`src/rtl/tdc_measure_engine.sv`:
```
// tdc_measure_engine: start/stop TDC measurement FSM with coarse counter and fine thermometer encoding.
//   Ports: clk, rst_n (async active-low), arm, start_hit, stop_hit, start_thermo[NTAPS],
//   stop_thermo[NTAPS], meas_ready -> meas_valid, fine_start[FINE_W], fine_stop[FINE_W],
//   coarse[COARSE_W], overflow, busy.
//   Define TDC_BUBBLE_CORRECT_EN for population-count fine encoding (bubble tolerant).
module tdc_measure_engine #(
  parameter int NTAPS = 8,
  parameter int COARSE_W = 4,
  localparam int FINE_W = $clog2(NTAPS) + 1
) (
  input  logic                clk,
  input  logic                rst_n,
  input  logic                arm,
  input  logic                start_hit,
  input  logic                stop_hit,
  input  logic [NTAPS-1:0]    start_thermo,
  input  logic [NTAPS-1:0]    stop_thermo,
  input  logic                meas_ready,
  output logic                meas_valid,
  output logic [FINE_W-1:0]   fine_start,
  output logic [FINE_W-1:0]   fine_stop,
  output logic [COARSE_W-1:0] coarse,
  output logic                overflow,
  output logic                busy
);
  typedef enum logic [1:0] {IDLE, ARMED, COUNT, DONE} state_t;
  state_t state_q, state_d;
  logic [COARSE_W-1:0] cnt_q, cnt_d, coarse_q, coarse_d;
  logic [FINE_W-1:0] fine_start_q, fine_start_d, fine_stop_q, fine_stop_d;
  logic overflow_q, overflow_d, start_prev_q, stop_prev_q;
  logic start_edge, stop_edge, cnt_max;
  function automatic logic [FINE_W-1:0] enc(input logic [NTAPS-1:0] t);
    logic [FINE_W-1:0] r;
    r = '0;
`ifdef TDC_BUBBLE_CORRECT_EN
    for (int i = 0; i < NTAPS; i++) r = r + FINE_W'(t[i]);
`else
    for (int i = 0; i < NTAPS; i++) if (t[i]) r = FINE_W'(i + 1);
`endif
    return r;
  endfunction
  assign start_edge = start_hit & ~start_prev_q;
  assign stop_edge = stop_hit & ~stop_prev_q;
  assign cnt_max = &cnt_q;
  always_comb begin
    state_d = state_q;
    cnt_d = cnt_q;
    coarse_d = coarse_q;
    fine_start_d = fine_start_q;
    fine_stop_d = fine_stop_q;
    overflow_d = overflow_q;
    case (state_q)
      IDLE: state_d = arm ? ARMED : IDLE;
      ARMED: begin
        if (!arm) state_d = IDLE;
        else if (start_edge) begin
          fine_start_d = enc(start_thermo);
          cnt_d = '0;
          state_d = COUNT;
          if (stop_edge) begin
            fine_stop_d = enc(stop_thermo);
            coarse_d = '0;
            state_d = DONE;
          end
        end
      end
      COUNT: begin
        cnt_d = cnt_q + 1'b1;
        // A stop on the final count still reports its fine code, but saturates coarse.
        if (stop_edge) begin
          fine_stop_d = enc(stop_thermo);
          coarse_d = cnt_max ? '1 : cnt_q + 1'b1;
          overflow_d = cnt_max;
          state_d = DONE;
        end else if (cnt_max) begin
          fine_stop_d = '0;
          coarse_d = '1;
          overflow_d = 1'b1;
          state_d = DONE;
        end
      end
      default: if (meas_ready) begin
        overflow_d = 1'b0;
        state_d = arm ? ARMED : IDLE;
      end
    endcase
  end
  always_ff @(posedge clk or negedge rst_n) begin
    if (!rst_n) begin
      state_q <= IDLE;
      cnt_q <= '0;
      coarse_q <= '0;
      fine_start_q <= '0;
      fine_stop_q <= '0;
      overflow_q <= 1'b0;
      start_prev_q <= 1'b0;
      stop_prev_q <= 1'b0;
    end else begin
      state_q <= state_d;
      cnt_q <= cnt_d;
      coarse_q <= coarse_d;
      fine_start_q <= fine_start_d;
      fine_stop_q <= fine_stop_d;
      overflow_q <= overflow_d;
      start_prev_q <= start_hit;
      stop_prev_q <= stop_hit;
    end
  end
  assign meas_valid = state_q == DONE;
  assign busy = state_q == COUNT;
  assign fine_start = fine_start_q;
  assign fine_stop = fine_stop_q;
  assign coarse = coarse_q;
  assign overflow = overflow_q;
endmodule

```
`config.mk`:
```
export PLATFORM = sky130hd
export DESIGN_NAME = tdc_measure_engine
export DESIGN_NICKNAME = d
export VERILOG_FILES = /design/src/rtl/tdc_measure_engine.sv
export SDC_FILE = /design/constraint.sdc
export NUM_CORES = 1
export LEC_CHECK = 0
export CORE_ASPECT_RATIO = 0.75
export CORE_UTILIZATION = 30
export DETAILED_ROUTE_END_ITERATION = 8
export GPL_ROUTABILITY_DRIVEN = 0
export GPL_TIMING_DRIVEN = 0
export HOLD_SLACK_MARGIN = 0.1
export SLEW_MARGIN = 40
export SYNTH_ARGS = -nofsm -noshare
export SYNTH_HDL_FRONTEND = slang
export SYNTH_SLANG_ARGS = --single-unit
```
`constraint.sdc`:
```
create_clock -name clk -period 2.1 [get_ports clk]
set_clock_uncertainty 0.1 [all_clocks]
set_input_delay 0.42 -clock clk [delete_from_list [all_inputs] [get_ports clk]]
set_output_delay 0.42 -clock clk [all_outputs]
set_load 0.02 [all_outputs]
```
# ---- Yosys cells after proc, flatten, opt, wreduce, memory -nomap -nowiden
# Index checks and enable logic that the tools add are counted.
dict set report word_totals {
  out_inout_bits 15
  register_bits 21
}
dict set report classes {
  n_bitwise 5
  n_eq_ne 8
  mux 44
  reduce_logical 11
  n_addsub 1
}
# operator n
set ops {}
lappend ops {{$mux 4} 27}
lappend ops {{$pmux 4 s2} 3}
lappend ops {{$reduce_and 3->1} 4}
lappend ops {{$mux 2} 5}
lappend ops {{$mux 1} 7}
lappend ops {{$ne 2x2->1 const B} 3}
lappend ops {{$pmux 2 s3} 1}
lappend ops {{$reduce_and 5->1} 1}
lappend ops {{$add 4x1->4 const B} 1}
lappend ops {{$eq 2x2->1 const B} 2}
lappend ops {{$reduce_and 4->1} 1}
lappend ops {{$reduce_bool 2->1} 2}
lappend ops {{$reduce_bool 4->1} 1}
lappend ops {{$ne 3x1->1 const B} 1}
lappend ops {{$ne 3x3->1 const B} 1}
lappend ops {{$not 1->1} 3}
lappend ops {{$and 1x1->1} 2}
lappend ops {{$eq 2x1->1 const B} 1}
lappend ops {{$logic_not 2->1} 1}
lappend ops {{$pmux 1 s2} 1}
lappend ops {{$reduce_or 2->1} 1}

# ---- Logic depth before layout (Yosys ltp)
# Gate-level depths: netlist of run 1.
dict set report logic_depth {
  depth_word 12
  ltp_mapped 8
}

# ---- Worst setup path after synthesis of run 1
# Ideal clock, no wire load.
dict set report synth_timing {
  path_type {register -> register}
  start {register state_q[0]}
  end {register fine_stop_q[1], in the netlist fine_stop[1]}
  setup_slack_ps 214
  t_arrival_ps 1661
  path_buffers 1
  period_less_slack_ps 1886
  stages_incl_launch_ff 8
  setup_ps 125
  t_required_ps 1875
  cell_sequence {dfrtp_1 -> inv_1 -> ha_1 -> buf_4 -> inv_2 -> nor3b_4 -> nor2_4 -> mux2_4}
}
dict set report synth_via {
  elab_chain_len 3
  elab_cells_between_ends 9
  classes_between {eq/ne: 6; mux: 1; reduce/logical: 2}
}
# item line_no
set synth_rtl {}
lappend synth_rtl {{start: declaration} 27} ;# state_t state_q, state_d;
lappend synth_rtl {{start signal: assignment} 99} ;# state_q <= state_d;
lappend synth_rtl {{$eq 2x2->1 (*)} n/a}
lappend synth_rtl {{named net busy} 24} ;# output logic busy
lappend synth_rtl {{$ne 3x1->1 (no source line) / $reduce_bool 2->1 (equally long branches)} n/a}
lappend synth_rtl {{$reduce_and 5->1 (no source line)} n/a}
lappend synth_rtl {{end signal: assignment} 103} ;# fine_stop_q <= fine_stop_d;
lappend synth_rtl {{end: declaration} 29} ;# logic [FINE_W-1:0] fine_start_q, fine_start_d, fine_stop_q, fine_stop_d;
# Mark *: on every way through the listed nets, which the timed path passes. The rest lies on a longest branch.
# A chain may end at the register's enable or synchronous reset.

# ---- Final worst setup path of run 1
dict set report layout_timing {
  start {register state_q[1]}
  end {register fine_stop_q[1], in the netlist fine_stop[1]}
}
dict set report layout_via {
  elab_chain_len 3
  elab_cells_between_ends 9
  classes_between {eq/ne: 6; mux: 1; reduce/logical: 2}
}
# item line_no
set layout_rtl {}
lappend layout_rtl {{$eq 2x2->1 / $eq 2x1->1 (equally long branches)} 52} ;# case (state_q)
lappend layout_rtl {{$ne 3x1->1 (no source line), or another cell as far along} n/a}
lappend layout_rtl {{$reduce_and 5->1 (no source line)} n/a}
# Parallel ways exist; a longest one is shown, timed or not.

==> results of run 1 <==
## logic make-up after synthesis
kind of cell / synth area share (%)
xor gates and xnor gates: 0.728
buffers and inverters: 3.85
and+or+nand+nor: 18.3
DFF: 43.7
muxes: 6.03
adders and majority gates: 5.20
AOI/OAI and AO/OA: 22.2
## state kept, by name (all words and copies together) (netlist names)
name	count
stop_prev_q	1
fine_start	4
coarse	4
overflow	1
cnt_q	4
fine_stop	4
start_prev_q	1
state_q	2
## per-layer routing
metal,part of all wire [%],up-vias
li1,-,499
met1,47,458
met2,44,36
met3,8.4,5
met4,0.89,0
met5,0,-
## metrics by stage
stage                     instance area (um^2)  std cells
after global placement                    1630        205
final                                     1680        210
after global routing                      1680        210
after CTS                                 1680        210
after detailed placement                  1620        205
after floorplan                           1200        117
## critical path, delay by kind of cell, from the launching register on
| family | cells | cell delay [ns] |
|---|---|---|
| flip-flops | 1 | 0.39 |
| buffers and inverters | 1 | 0.09 |
| adder cells (fa/ha/maj) | 1 | 0.34 |
| multiplexers | 1 | 0.32 |
| AO/OA/AOI/OAI | 1 | 0.35 |
| AND/OR/NAND/NOR | 2 | 0.29 |
## cell type report
cell class | count | area (um^2)
fillers | 376 | 2070
multi-input cells | 85 | 632
flip-flops and latches | 21 | 526
repair buffers | 37 | 368
well taps | 52 | 65.1
clock buffers | 3 | 41.3
inverters | 8 | 30.0
plain buffers | 3 | 16.3
clock inverters | 1 | 5.00
## Yosys cell counts, types with 2 or more instances
library cell	count
nand2_1	14
nor2_1	8
o31ai_1	3
o22a_2	2
a2bb2oi_1	2
nand3_1	2
a21oi_1	6
mux2i_1	2
nand2b_4	2
mux2_2	2
nor3_1	2
mux2_4	2
dfrtp_1	21
o21ai_0	10
a21o_1	2
inv_1	7
a22oi_1	2
ha_1	5
nand2b_1	3
## power groups by stage
stage / Sequential (mW) / Combinational [mW] / Clock (mW)
floorplan: 0.767 / 0.562 / 0
global placement: 0.634 / 1.08 / 0
detailed placement: 0.634 / 1.09 / 0
CTS: 0.633 / 1.09 / 0.278
global route: 0.651 / 1.17 / 0.298
finish: 0.631 / 1.08 / 0.265
## what timing repair did
action                     4_1_cts  5_1_grt
setup endpoints to repair        0        1
buffers inserted                 0        0
hold endpoints to repair        21        0
hold buffers                     1        0
resized for setup                0        1
## worst max path at each step
stage,start,to,slack [ns],depth (start not counted)
6_report,state_q[1]$_DFFE_PN0P_,fine_stop[1]$_DFFE_PN0P_,0.12,6
5_1_grt,state_q[0]$_DFFE_PN0P_,fine_stop[2]$_DFFE_PN0P_,0.005,6
4_1_cts,state_q[0]$_DFFE_PN0P_,busy,0.02,3
3_5_place_dp,start_hit,fine_stop[1]$_DFFE_PN0P_,-0.10,5
3_3_place_gp,start_hit,fine_stop[2]$_DFFE_PN0P_,-0.09,5
2_1_floorplan,state_q[0]$_DFFE_PN0P_,fine_stop[1]$_DFFE_PN0P_,0.21,7
==> impl_metrics.json, run 1 <==
{
  "status": "complete, no violations",
  "ff2ff_path_depth": 6,
  "layout_common_cells": "clkdlybuf4s50_1, dfrtp_1, nand2_1, o21ai_0, nor2_1",
  "mostFrequentLayoutCell": "clkdlybuf4s50_1",
  "grt_util_met3_pct": 4.85,
  "max_stage_delay_ns": 0.39,
  "cp_slowest_cell": "dfrtp_1",
  "diodes": 0,
  "crit_type": "reg -> reg",
  "htreeDepth": 1,
  "setup_violations": 0,
  "start_util_pct": 32.0,
  "syn_area_um2": 1200,
  "synth.top_cell.area_share_pct": 43.7,
  "power_frac_clock_pct": 13.4,
  "synth_cells": 117,
  "r2r-end": "fine_stop[1]$_DFFE_PN0P_",
  "cts_tree": "yes",
  "maxSlewHeadroom_pct": 67.9,
  "async_flop_share_pct": 100,
  "hold_path_class": "reg -> reg",
  "grt_overflow": 0,
  "p_comb_share_pct": 54.6,
  "p_seq_share_pct": 32.0,
  "fin_nets": 186,
  "core-area_um2": 3760,
  "antenna_found_initial": 0,
  "finalPower_mw": 1.97,
  "drc": 0,
  "fin_setup_tns_ns": 0,
  "die_h_um": 56.9,
  "track_usage_pct": 13.5,
  "maxCapViolCount": 0,
  "post-dp-hpwl_um": 2020,
  "synth_largest_area_cell": "dfrtp_1",
  "ant_nets": 0,
  "synth_flop_cell": "dfrtp_1",
  "p_int_mw": 1.22,
  "die_x_um": 75.1,
  "crit_path_cell_trace": "inv_1 > ha_1 > nand2_1 > o32a_4 > nor2_4 > mux2_4",
  "wirelength_um": 2570,
  "ios": 37,
  "synth.yosys.seq_area_share_pct": 43.7,
  "grtUsageMet1_pct": 16.2,
  "grt_max_degree": 22,
  "worst_pin_slew_ns": 0.481,
  "cts_buffers": 3,
  "max-vdd-ir-drop_mv": 0.399,
  "layout_min_cycle_time_ns": 1.98,
  "wl_per_cell_um": 12.2,
  "drive_gt1_share_pct": 14.6,
  "swShare_pct": 38.3,
  "synth_cell_type_count": 39,
  "rsz0062_at_grt": "no",
  "dp_slack_ns": -0.103,
  "post-route-util_pct": 44.8,
  "insertion_delay_ns": 0.26,
  "rows": 19,
  "critPathCaptureType": "register",
  "met2_usage_pct": 22.4,
  "drtIter0Drc": 58,
  "p_switching_mw": 0.756,
  "dieArea_um2": 4270,
  "rrSetupSlack_ns": 0.12,
  "port_buffers": 36,
  "synth_edf_count": 0,
  "cts_buffer_depth": 2,
  "cp_max_fo": 6,
  "grt_pass1_vias": 983,
  "r2r_start": "state_q[1]$_DFFE_PN0P_",
  "min_to": "fine_start[3]$_DFFE_PN0P_",
  "worst_slack_ns": 0.115,
  "cts.sinks": 21,
  "fmax_mhz": 504,
  "crit_required_ns": 2.15,
  "drv_slew": 0,
  "ys_top_cells_by_area": "dfrtp_1, ha_1, nand2_1, o21ai_0, a21oi_1",
  "power_leakage_nw": 0.740,
  "holdWs_ns": 0.395,
  "busiest_layer": "met2",
  "critPathLaunchType": "register",
  "powerDensity_nw_per_um2": 1170,
  "cts_root_buf": "clkbuf_8",
  "vias": 998,
  "ys_seq_elements": 21,
  "syn_nets": 144,
  "area_growth_pct": 39.8,
  "avgSynthCellArea_um2": 10.3,
  "grt_pass1_wl_um": 4290,
  "hold_start": "fine_start[3]$_DFFE_PN0P_",
  "min_path_cells": 2,
  "yosysWarningCount": 0,
  "hold_violations": 0,
  "finalCritPeriodShare_pct": 94.5,
  "vias_per_cell": 4.75,
  "clkSlewWorstSetupHoldPaths_ns": 0.08,
  "crit_arrival_ns": 2.03,
  "dr.pass1.iters": 4
}
(Power assumes the default switching activity.)
==> inputs of run 2 (changes only) <==
--- a/config.mk
+++ b/config.mk
@@ -5,13 +5,17 @@
 export SDC_FILE = /design/constraint.sdc
 export NUM_CORES = 1
 export LEC_CHECK = 0
+export CELL_PAD_IN_SITES_DETAIL_PLACEMENT = 0
+export CELL_PAD_IN_SITES_GLOBAL_PLACEMENT = 1
 export CORE_ASPECT_RATIO = 0.75
 export CORE_UTILIZATION = 30
+export CTS_CLUSTER_DIAMETER = 50
 export DETAILED_ROUTE_END_ITERATION = 8
 export GPL_ROUTABILITY_DRIVEN = 0
 export GPL_TIMING_DRIVEN = 0
 export HOLD_SLACK_MARGIN = 0.1
-export SLEW_MARGIN = 40
+export PLACE_DENSITY_LB_ADDON = 0.1
+export SLEW_MARGIN = 10
 export SYNTH_ARGS = -nofsm -noshare
 export SYNTH_HDL_FRONTEND = slang
 export SYNTH_SLANG_ARGS = --single-unit
==> impl_metrics.json, run 2 (synthesized netlist as in run 1, its figures left out) <==
{
  "start_util_pct": 32.0,
  "critPathLaunchType": "register",
  "cts_tree": "yes",
  "clkSlewWorstSetupHoldPaths_ns": 0.08,
  "cts.sinks": 21,
  "rrSetupSlack_ns": 0.10,
  "grt_pass1_vias": 921,
  "port_buffers": 36,
  "vias_per_cell": 4.76,
  "antenna_found_initial": 0,
  "drc": 0,
  "maxSlewHeadroom_pct": 33.0,
  "grt_max_degree": 22,
  "grt_overflow": 0,
  "wirelength_um": 2660,
  "r2r_start": "state_q[0]$_DFFE_PN0P_",
  "r2r-end": "fine_stop[1]$_DFFE_PN0P_",
  "hold_start": "fine_stop[3]$_DFFE_PN0P_",
  "powerDensity_nw_per_um2": 1220,
  "post-dp-hpwl_um": 2070,
  "insertion_delay_ns": 0.26,
  "cp_max_fo": 5,
  "cts_root_buf": "clkbuf_8",
  "post-route-util_pct": 45.5,
  "crit_required_ns": 2.15,
  "layout_common_cells": "clkdlybuf4s50_1, dfrtp_1, nand2_1, o21ai_0, nor2_1",
  "dieArea_um2": 4270,
  "power_leakage_nw": 0.742,
  "hold_path_class": "reg -> reg",
  "stdcell_area_um2": 1710,
  "drive_gt1_share_pct": 15.2,
  "track_usage_pct": 13.9,
  "finalCritPeriodShare_pct": 95.1,
  "crit_arrival_ns": 2.05,
  "drtIter0Drc": 45,
  "maxCapViolCount": 0,
  "cts_buffer_depth": 2,
  "die_x_um": 75.1,
  "hold_violations": 0,
  "finalPower_mw": 2.08,
  "cts_buffers": 3,
  "grt_pass1_wl_um": 4410,
  "rows": 19,
  "dr.pass1.iters": 4,
  "drv_slew": 0,
  "holdWs_ns": 0.395,
  "setup_violations": 0,
  "dpl-instance-area_um2": 1630,
  "worst_pin_slew_ns": 1.00,
  "layout_min_cycle_time_ns": 2.00,
  "min_path_cells": 2,
  "ff2ff_path_depth": 6,
  "crit_type": "reg -> reg",
  "fmax_mhz": 501,
  "critPathCaptureType": "register",
  "diodes": 0,
  "status": "complete, no violations",
  "vias": 999,
  "fin_setup_tns_ns": 0,
  "max-vdd-ir-drop_mv": 0.716,
  "min_to": "fine_stop[3]$_DFFE_PN0P_",
  "ant_nets": 0,
  "mostFrequentLayoutCell": "clkdlybuf4s50_1",
  "wl_per_cell_um": 12.7,
  "core-area_um2": 3760,
  "area_growth_pct": 41.9,
  "rsz0062_at_grt": "no",
  "ios": 37,
  "htreeDepth": 1,
  "fin_nets": 186,
  "die_h_um": 56.9
}
## run 2: worst max path at each step
stage	from	endpoint
CTS	state_q[0]$_DFFE_PN0P_	busy
global placement	start_hit	fine_stop[1]$_DFFE_PN0P_
global route	state_q[0]$_DFFE_PN0P_	fine_stop[1]$_DFFE_PN0P_
detailed placement	start_hit	fine_stop[2]$_DFFE_PN0P_
finish	state_q[0]$_DFFE_PN0P_	fine_stop[1]$_DFFE_PN0P_
floorplan	state_q[0]$_DFFE_PN0P_	fine_stop[1]$_DFFE_PN0P_
## run 2: layer usage
metal	routed length (um)	GRT usage, %	vias up
met5	0	0	-
met4	10	2.38	0
met3	161	5.21	2
met2	1130	19.7	25
met1	1360	20.1	475
li1	-	-	497
## run 2: repair_timing
item                       CTS  global route
buffers inserted             0             1
setup endpoints to repair    0             5
hold buffers                 0             0
resized for setup            0             2
## run 2: cell type report
| type | instances | area (um^2) |
|---|---|---|
| Sequential cell | 21 | 526 |
| Inverter | 8 | 30.0 |
| Timing Repair Buffer | 37 | 383 |
| Multi-Input combinational cell | 85 | 639 |
| Fill cell | 388 | 2050 |
| Clock buffer | 3 | 41.3 |
| Buffer | 3 | 16.3 |
| Tap cell | 52 | 65.1 |
| Clock inverter | 1 | 7.51 |
## run 2: where the power goes
group	total (mW)	internal [mW]	switching, mW
logic	1.17	0.600	0.571
clock network	0.277	0.134	0.143
registers	0.629	0.548	0.0809
total	2.08	1.28	0.795
## run 2: per-stage QoR
step / cells / setup WS, ns
final: 210 / 0.103
after global routing: 210 / 0.0157
after CTS: 209 / 0.00858
after detailed placement: 205 / -0.138
after global placement: 205 / -0.115
after floorplan: 117 / 0.214
## run 2: worst max-delay path, stage by stage (launching register included)
cell,delay (ns)
dfrtp_1,0.38
inv_1,0.09
ha_1,0.36
nand2_1,0.11
o32a_4,0.35
nor2_4,0.19
mux2_4,0.32
==> inputs of run 3 (changes only) <==
--- a/config.mk
+++ b/config.mk
@@ -5,11 +5,13 @@
 export SDC_FILE = /design/constraint.sdc
 export NUM_CORES = 1
 export LEC_CHECK = 0
+export ABC_AREA = 1
 export CELL_PAD_IN_SITES_DETAIL_PLACEMENT = 0
 export CELL_PAD_IN_SITES_GLOBAL_PLACEMENT = 1
 export CORE_ASPECT_RATIO = 0.75
 export CORE_UTILIZATION = 30
 export CTS_CLUSTER_DIAMETER = 50
+export CTS_CLUSTER_SIZE = 30
 export DETAILED_ROUTE_END_ITERATION = 8
 export GPL_ROUTABILITY_DRIVEN = 0
 export GPL_TIMING_DRIVEN = 0
==> impl_metrics.json, run 3 <==
{
  "fin_nets": 221,
  "layout_min_cycle_time_ns": 1.97,
  "finalPower_mw": 1.93,
  "fillers": 386,
  "vias_per_cell": 4.28,
  "die_h_um": 56.2,
  "ctsResizeCount": 1,
  "drtIter0Drc": 42,
  "fin_setup_tns_ns": 0,
  "ant_nets": 0,
  "cts_root_buf": "clkbuf_8",
  "mostFrequentLayoutCell": "nand2_1",
  "synth.yosys.seq_area_share_pct": 44.7,
  "cp_slowest_cell": "dfrtp_1",
  "hold_violations": 0,
  "yosysWarningCount": 0,
  "worst_pin_slew_ns": 0.936,
  "maxCapViolCount": 0,
  "port_buffers": 36,
  "ios": 37,
  "worst_slack_ns": 0.134,
  "post-route-util_pct": 44.3,
  "critPathCaptureType": "output port",
  "cts.sinks": 21,
  "insertion_delay_ns": 0.26,
  "wl_per_cell_um": 10.4,
  "synth_flop_cell": "dfrtp_1",
  "dp_slack_ns": 0.125,
  "track_usage_pct": 13.3,
  "crit_type": "reg -> out",
  "avgSynthCellArea_um2": 7.68,
  "crit_path_cell_trace": "inv_1 > ha_1 > dlygate4sd2_1",
  "cts_tree": "yes",
  "p_comb_share_pct": 53.8,
  "diodes": 0,
  "wirelength_um": 2560,
  "cp_max_fo": 7,
  "drv_slew": 0,
  "setup_violations": 0,
  "post_cts_buffers": 0,
  "max-vdd-ir-drop_mv": 0.513,
  "vias": 1049,
  "rsz0062_at_grt": "no",
  "synth_largest_area_cell": "dfrtp_1",
  "critPathLaunchType": "register",
  "antenna_found_initial": 0,
  "cts_hold_buf": 0,
  "grt_overflow": 0,
  "p_switching_mw": 0.812,
  "ys_seq_elements": 21,
  "holdWs_ns": 0.377,
  "layout_common_cells": "nand2_1, clkdlybuf4s50_1, dfrtp_1, inv_1, o21ai_0",
  "async_flop_share_pct": 100,
  "ys_top_cells_by_count": "nand2_1, dfrtp_1, inv_1",
  "fmax_mhz": 509,
  "clkSlewWorstSetupHoldPaths_ns": 0.07,
  "power_leakage_nw": 0.809,
  "p_seq_share_pct": 32.8,
  "max_stage_delay_ns": 0.40,
  "core-area_um2": 3710,
  "syn_area_um2": 1170,
  "grt_max_degree": 22,
  "cts_buffers": 3,
  "syn_nets": 180,
  "crit_arrival_ns": 1.45,
  "dr.pass1.iters": 4,
  "die_x_um": 74.3,
  "powerDensity_nw_per_um2": 1170,
  "post-dp-hpwl_um": 2040,
  "hold_path_class": "reg -> reg",
  "start_util_pct": 31.7,
  "drive_gt1_share_pct": 8.29,
  "status": "complete, no violations",
  "grt_pass1_vias": 944,
  "yosysMostFrequentCell": "nand2_1",
  "swShare_pct": 42.0,
  "crit_family": "buffers and inverters",
  "p_int_mw": 1.12,
  "crit_required_ns": 1.58,
  "rows": 19,
  "power_frac_clock_pct": 13.5,
  "htreeDepth": 1,
  "synth.top_cell.area_share_pct": 44.7,
  "drc": 0,
  "finalCritPeriodShare_pct": 93.6,
  "synth_cell_type_count": 18,
  "grt_pass1_wl_um": 4260,
  "synth_edf_count": 0,
  "cts_buffer_depth": 2,
  "maxSlewHeadroom_pct": 37.4,
  "crit_buf_inv": 2,
  "area_growth_pct": 39.9,
  "dieArea_um2": 4170,
  "synth_cells": 153,
  "ys_top_cells_by_area": "dfrtp_1, nand2_1, inv_1, ha_1, o21ai_0"
}
run 3: cell types whose count changed in the layout (fill, tap and decap cells not counted), sizes merged, moves of 3 or more:
| cell | change |
|---|---|
| nand3 | +6 |
| nand2 | +43 |
| o31ai | -3 |
| inv | +14 |
| nand2b | -5 |
| o21ai | +3 |
| nor2 | +8 |
| mux2 | -4 |
run 3: logic make-up after synthesis:
logic type / count (synthesis) / synth area share, %
adders and majority gates: 5 / 5.32
DFF: 21 / 44.7
and+or+nand+nor: 83 / 32.2
AOI/OAI and AO/OA: 22 / 10.8
buffers and inverters: 22 / 7.03
run 3: per-stage QoR:
step	cell area (um^2)	instances
finish	1640	245
global route	1640	245
CTS	1640	245
detailed placement	1600	241
global placement	1600	241
floorplan	1170	153
run 3: power groups by stage:
stage | combinational [mW] | clock, mW | sequential (mW)
finish | 1.04 | 0.260 | 0.633
global route | 1.15 | 0.284 | 0.651
CTS | 1.05 | 0.272 | 0.634
detailed placement | 1.05 | 0 | 0.641
global placement | 1.03 | 0 | 0.637
floorplan | 0.500 | 0 | 0.773
run 3: final cells by class:
class	instances	area [um^2]	share of cell area, %
clock buffers	4	45.0	2.74
multi-input cells	110	567	34.5
flip-flops and latches	21	526	32.0
inverters	22	82.6	5.02
well taps	52	65.1	3.96
repair buffers	36	359	21.8
run 3: path summary, 6_finish.rpt:
| path | startpoint | end | depth (start not counted) | slack, ns |
|---|---|---|---|---|
| hold / removal | coarse[0]$_DFFE_PN0P_ | coarse[0]$_DFFE_PN0P_ | 2 | 0.38 |
| setup reg to reg | state_q[0]$_DFFE_PN0P_ | state_q[0]$_DFFE_PN0P_ | 8 | 0.42 |
| hold reg to reg | coarse[0]$_DFFE_PN0P_ | coarse[0]$_DFFE_PN0P_ | 2 | 0.38 |
| max in group asynchronous | rst_n | coarse[2]$_DFFE_PN0P_ | 1 | 0.75 |
| setup / recovery | state_q[0]$_DFFE_PN0P_ | busy | 3 | 0.13 |
| min in group asynchronous | rst_n | fine_stop[1]$_DFFE_PN0P_ | 1 | 0.58 |
run 3: worst reg2reg max path: stages (launching register included):
cell	delay (ns)
dfrtp_1	0.40
inv_1	0.11
ha_1	0.31
inv_1	0.16
a21oi_1	0.23
nand2_1	0.06
o21ai_0	0.07
nand2_1	0.06
o21ai_0	0.08
run 3: layer usage:
layer	part of all wire, %	GRT usage, %	wire [um]	up-vias
li1	-	-	-	552
met1	53	19.5	1360	476
met2	42	20.0	1070	19
met3	4.4	3.80	113	2
met4	0.51	1.62	13	0
met5	0	0	0	-
